### src/rtl/ctrl_sequencer.sv
// Microsequencer for the 8-bit accumulator CPU.
// Moore FSM driving the 32-bit micro-op strobe bus.
module ctrl_sequencer #(
  parameter int WAIT_LIMIT = 255,
  parameter bit AUTO_START = 1'b0
) (
  input  logic        clk,
  input  logic        rst,
  input  logic        start,
  input  logic [7:0]  opcode,
  input  logic        acc_neg,
  input  logic        mem_ready,
  output logic [31:0] control_signal,
  output logic        halted,
  output logic        illegal_op,
  output logic        bus_err,
  output logic [3:0]  state_dbg
);

  localparam int CW =
    (WAIT_LIMIT < 2) ? 1 : $clog2(WAIT_LIMIT + 1);

  localparam logic [7:0] OP_NOP   = 8'h00;
  localparam logic [7:0] OP_LOAD  = 8'h01;
  localparam logic [7:0] OP_STORE = 8'h02;
  localparam logic [7:0] OP_ADD   = 8'h03;
  localparam logic [7:0] OP_SUB   = 8'h04;
  localparam logic [7:0] OP_JMP   = 8'h05;
  localparam logic [7:0] OP_JGEZ  = 8'h06;
  localparam logic [7:0] OP_HALT  = 8'hFF;

  typedef enum logic [3:0] {
    S_IDLE   = 4'd0,
    S_F1     = 4'd1,
    S_F2     = 4'd2,
    S_F3     = 4'd3,
    S_DEC    = 4'd4,
    S_O1     = 4'd5,
    S_O2     = 4'd6,
    S_O3     = 4'd7,
    S_J      = 4'd8,
    S_A      = 4'd9,
    S_R      = 4'd10,
    S_X      = 4'd11,
    S_W1     = 4'd12,
    S_W2     = 4'd13,
    S_HALTED = 4'd14
  } state_t;

  state_t        state;
  state_t        state_nxt;
  logic [CW-1:0] wait_cnt;
  logic          mem_st;
  logic          timeout;
  logic          set_ill;
  logic          set_bus;

  assign mem_st = (state == S_F2) || (state == S_O2) ||
                  (state == S_R)  || (state == S_W2);

  // A stalled access may sit at the limit only while mem_ready is low
  assign timeout = mem_st && !mem_ready &&
                   (wait_cnt == CW'(WAIT_LIMIT));

  // State register
  always_ff @(posedge clk or negedge rst) begin
    if (!rst) begin
      state <= S_IDLE;
    end else begin
      state <= state_nxt;
    end
  end

  // Sticky error flags and memory wait counter
  always_ff @(posedge clk or negedge rst) begin
    if (!rst) begin
      illegal_op <= 1'b0;
      bus_err    <= 1'b0;
      wait_cnt   <= '0;
    end else begin
      if (set_ill) illegal_op <= 1'b1;
      if (set_bus) bus_err    <= 1'b1;
      if (state != state_nxt) begin
        wait_cnt <= '0;
      end else if (mem_st && !mem_ready) begin
        wait_cnt <= wait_cnt + CW'(1);
      end
    end
  end

  // Next-state decode
  always_comb begin
    state_nxt = state;
    set_ill   = 1'b0;
    set_bus   = 1'b0;
    if (timeout) begin
      state_nxt = S_HALTED;
      set_bus   = 1'b1;
    end else begin
      unique case (state)
        S_IDLE: begin
          if (start || AUTO_START) state_nxt = S_F1;
        end
        S_F1: state_nxt = S_F2;
        S_F2: begin
          if (mem_ready) state_nxt = S_F3;
        end
        S_F3: state_nxt = S_DEC;
        S_DEC: begin
          case (opcode)
            OP_NOP:  state_nxt = S_F1;
            OP_HALT: state_nxt = S_HALTED;
            OP_LOAD, OP_STORE, OP_ADD,
            OP_SUB, OP_JMP, OP_JGEZ:
              state_nxt = S_O1;
            default: begin
              state_nxt = S_HALTED;
              set_ill   = 1'b1;
            end
          endcase
        end
        S_O1: state_nxt = S_O2;
        S_O2: begin
          if (mem_ready) state_nxt = S_O3;
        end
        S_O3: begin
          case (opcode)
            OP_JMP:  state_nxt = S_J;
            OP_JGEZ: state_nxt = acc_neg ? S_F1 : S_J;
            default: state_nxt = S_A;
          endcase
        end
        S_J: state_nxt = S_F1;
        S_A: begin
          state_nxt = (opcode == OP_STORE) ? S_W1 : S_R;
        end
        S_R: begin
          if (mem_ready) state_nxt = S_X;
        end
        S_X:  state_nxt = S_F1;
        S_W1: state_nxt = S_W2;
        S_W2: begin
          if (mem_ready) state_nxt = S_F1;
        end
        S_HALTED: state_nxt = S_HALTED;
        default:  state_nxt = S_IDLE;
      endcase
    end
  end

  // Strobe decode from the registered state
  always_comb begin
    control_signal = '0;
    unique case (state)
      S_F1: control_signal[2] = 1'b1;
      S_F2: control_signal[4] = 1'b1;
      S_F3: begin
        control_signal[6]  = 1'b1;
        control_signal[20] = 1'b1;
      end
      S_O1: control_signal[2]  = 1'b1;
      S_O2: control_signal[4]  = 1'b1;
      S_O3: control_signal[20] = 1'b1;
      S_J:  control_signal[3]  = 1'b1;
      S_A:  control_signal[0]  = 1'b1;
      S_R:  control_signal[4]  = 1'b1;
      S_X: begin
        case (opcode)
          OP_LOAD: control_signal[7] = 1'b1;
          OP_ADD:  control_signal[8] = 1'b1;
          OP_SUB:  control_signal[9] = 1'b1;
          default: control_signal    = '0;
        endcase
      end
      S_W1: control_signal[10] = 1'b1;
      S_W2: control_signal[5]  = 1'b1;
      default: control_signal  = '0;
    endcase
  end

  assign halted    = (state == S_HALTED);
  assign state_dbg = state;

endmodule

### config.mk
export PLATFORM = sky130hd
export DESIGN_NAME = ctrl_sequencer
export DESIGN_NICKNAME = d
export VERILOG_FILES = /design/src/rtl/ctrl_sequencer.sv
export SDC_FILE = /design/constraint.sdc
export NUM_CORES = 1
export LEC_CHECK = 0
export ABC_AREA = 1
export CAP_MARGIN = 20
export CORE_MARGIN = 10
export CORE_UTILIZATION = 44
export DETAILED_ROUTE_END_ITERATION = 16
export PLACE_DENSITY = 0.8
export REMOVE_ABC_BUFFERS = 1
export SLEW_MARGIN = 25
export SYNTH_ARGS = -nofsm -noshare
export SYNTH_HDL_FRONTEND = slang
export SYNTH_SLANG_ARGS = --single-unit
export TNS_END_PERCENT = 50
### constraint.sdc
create_clock -name clk -period 2 [get_ports clk]
set_input_delay 0.2 -clock clk [delete_from_list [all_inputs] [get_ports clk]]
set_output_delay 0.2 -clock clk [all_outputs]
set_load 0.005 [all_outputs]
==> summary by stage <==
Status
The flow ran to the end, and the final reports show no timing, DRC or antenna violations.

Finish
The final core utilization is 62.0%. From synthesis to final layout, the design area changed by 31.0%. Once layout is done, the placed cells without fillers occupy 0.00175 sq mm. The non-filler instance count after layout is 278. The number of antenna diodes is 0. The post-route netlist has 19.0% of its cells at a drive strength greater than 1.

The number of nets at the end of the flow is 262.

Power and ir drop
The worst vdd rail ir drop is 0.000460 V. The post-layout total power is 1.79 mW. Summed over all cells, the static leakage comes to 0.942 nW. For this design the ratio of total power to cell area is 1020 mW/mm^2.

Logic synthesis
The top cell type by area accounts for 26.2% of the synthesized area. The number of flops mapped to enable cells by yosys is 0. In this run, distinct cell masters in the synthesized netlist total 24.

The number of warnings issued by yosys is 0. The largest total area in the synthesized netlist belongs to sky130_fd_sc_hd__dfrtp_1. By area the synthesized netlist is led by sky130_fd_sc_hd__dfrtp_1 (26%), sky130_fd_sc_hd__buf_4 (12%), sky130_fd_sc_hd__nand2_1 (12%), sky130_fd_sc_hd__nor2_1 (9.0%), sky130_fd_sc_hd__inv_1 (8.4%). The leading register cell type out of synthesis is sky130_fd_sc_hd__dfrtp_1. The synthesized netlist cell count is 205. The synthesized netlist occupies a cell area of 0.00134 sq mm. The number of register bits inferred by synthesis is 14.

The post-synthesis sequential area ratio is 26.2%. The async set-reset flop share out of synthesis is 100%. The average instance area after synthesis is 6.53 sq um.

Critical path
The arrival time of the worst setup path is 1.74 ns. STA puts the critical path data required time at 1.80 ns. The top fanout value on the critical path is 8. STA classifies the critical path endpoint as an output pin. The startpoint of the worst setup timing path is state_dbg[0].

In this run the critical register-to-register path is captured at wait_cnt[7]. The worst setup path is launched from a flip-flop. The worst-case register-to-register setup slack is 0.20 ns. Measured in cells, the most critical reg-to-reg path has a length of 12. In this run the critical register-to-register path is launched from state_dbg[0]. The most critical setup path has its endpoint at control_signal[3].

The critical setup path kind is flip-flop to output pin.

STA
Of the available clock period, the critical path in the final layout requires 97.2%. Setup repair after global routing could not meet its margin everywhere. The aggregate negative setup slack is 0 ns. Between clock sinks in the finished design, the worst skew comes to 0.00680 ns. Setup violations remaining at the end of the flow were counted as 0.

The final-report max-slew violation count is 0. Based on the critical path, the design can be clocked at up to 514 MHz. The smallest clock period supported by the final layout is computed as 1.94 ns. The hold violation count in the final report is 0. The slew of the pin with the lowest slew margin is 0.604 ns.

The tightest hold path in the finished design has a slack of 0.288 ns. In the post-route analysis, the smallest setup slack over all paths is 0.0557 ns. The normalized max-slew margin is 59.6%.

Routing
The vias after detailed routing is 1312. The count of unresolved DRC violations after routing is 0. After detailed routing, the total wire length is 3340 um. The routed length per instance is 12.0 um.

The first TritonRoute pass finished after 4 iterations. The remaining number of nets flagged by the antenna check after routing is 0. After detailed routing, the number of vias per cell comes to 4.72. For this block, the initial DRC count from the detailed router was 58.

Floorplanning
In this run the core area contains 19 standard-cell rows. The area of the die is 0.00565 sq mm. The number of top-level design ports is 52. The die outline width is 75.2 um. Once the floorplan was initialized, standard cells occupied 47.3% of the core.

The area of the core region is 0.00283 sq mm. The floorplan step set the die height to 75.2 um.

Clocking
TritonCTS built the clock tree. Clock tree synthesis selected as its root buffer the cell sky130_fd_sc_hd__clkbuf_4. The number of levels the H-tree was split into is 1. The number of buffers inserted for hold repair after clock tree synthesis is 0.

Clock-pin slew was measured on the worst setup and hold paths at 0.09 ns. The number of buffers added by the clock tree synthesis step is 3. The clock passes through at most 2 buffers. The clock drives 14 sinks. The worst-skew pair later-pin latency is 0.28 ns.

Run
Max-cap violations in this run came to 0.

GRT
The global-route wire length before repair is 5370 um. Entering global routing, the biggest net connects 15 pins. The number of global-route vias before repair came to 1184. The all-layer global routing usage is 11.6%. The total overflow reported by the global router is 0. The number of antenna violations at the first check in global routing is 0.

Place
The area after detailed placement is 0.00166 sq mm. The count of buffers added on input and output ports is 30. The pre-CTS worst setup slack is -0.0418 ns. The number of placed instances, taps included is 274.

Detailed placement ended at an HPWL of 2700 um. The final weighted congestion in routability-driven placement is 0.901.

Worst hold path
The tightest min-delay check is of the input pin to asynchronous set/reset pin type.
-- flip-flops by register name, indices dropped and copies added, names as in the netlist --
register / flops
state_dbg: 4
bus_err: 1
illegal_op: 1
wait_cnt: 8
-- layout by cell type, fill, tap and decap left out, types with 4 or more instances in the layout --
master                             n
sky130_fd_sc_hd__nor2_1           23
sky130_fd_sc_hd__dfrtp_2           4
sky130_fd_sc_hd__conb_1           21
sky130_fd_sc_hd__inv_1            27
sky130_fd_sc_hd__a21oi_1           4
sky130_fd_sc_hd__nand2_2           5
sky130_fd_sc_hd__clkdlybuf4s50_1  26
sky130_fd_sc_hd__nand2_1          43
sky130_fd_sc_hd__nor3_1           12
sky130_fd_sc_hd__buf_4            10
sky130_fd_sc_hd__nand4_1           6
sky130_fd_sc_hd__dlymetal6s2s_1    4
sky130_fd_sc_hd__nand3_1          10
sky130_fd_sc_hd__nor2_2           10
sky130_fd_sc_hd__dfrtp_1          10
sky130_fd_sc_hd__xor2_1            4
-- layout make-up --
cell class	instances	area, sq um
multi-input cells	159	826
fillers	266	1070
flip-flops and latches	14	355
well taps	31	38.8
clock buffers	4	36.3
inverters	30	113
repair buffers	40	385
-- timing repair --
item	CTS	global route
hold endpoints to repair	0	0
endpoints found under the setup margin	4	17
resized for setup	6	18
setup buffers	0	0
-- metal layers --
layer,up-vias,global-route usage (%),wire length (um)
li1,689,-,-
met1,574,14.8,1540
met2,47,19.4,1500
met3,2,3.15,281
met4,0,1.86,10
met5,-,0,0
-- cells in the mapped netlist (all sizes together) (3+ instances only) --
library cell and n:
inv 30, nor2 34, nor3 14, a21oi 5
xor2 4, nand3 14, xnor2 3, nand4 6
nand2 50, o21ai 3, dfrtp 14, buf 22
-- critical path: stages (launching register included) --
cell and delay, ns:
sky130_fd_sc_hd__dfrtp_2 0.48, sky130_fd_sc_hd__nor2_2 0.14, sky130_fd_sc_hd__inv_1 0.08, sky130_fd_sc_hd__buf_4 0.14
sky130_fd_sc_hd__nor2_1 0.10, sky130_fd_sc_hd__clkdlybuf4s50_1 0.51
-- worst min-delay path by stage --
stage	from	end	slack, ns
global placement	bus_err	bus_err	0.45
finish	rst	wait_cnt[2]	0.29
global route	rst	wait_cnt[3]	0.33
CTS	rst	wait_cnt[4]	0.31
detailed placement	illegal_op	illegal_op	0.45
floorplan	rst	bus_err	-0.1
-- power breakdown --
group	internal, mW	total (mW)	switching [mW]	leakage, nW
combinational	0.492	1.15	0.660	0.746
sequential	0.338	0.435	0.0972	0.174
clock	0.111	0.203	0.0924	0.0210
total	0.941	1.79	0.850	0.942
-- cell families (layout without fill, tap and decap cells) --
group	Yosys count	count (layout)	synth area share (%)
compound gates	9	9	4.49
xor+xnor	7	7	4.58
fa+ha+maj	1	1	0.934
buf+inv	52	74	20.7
flops	14	14	26.2
mux	1	1	0.748
other cells	1	21	0.280
simple gates	120	120	42.1
No activity file was read; power rests on OpenSTA's default activity.
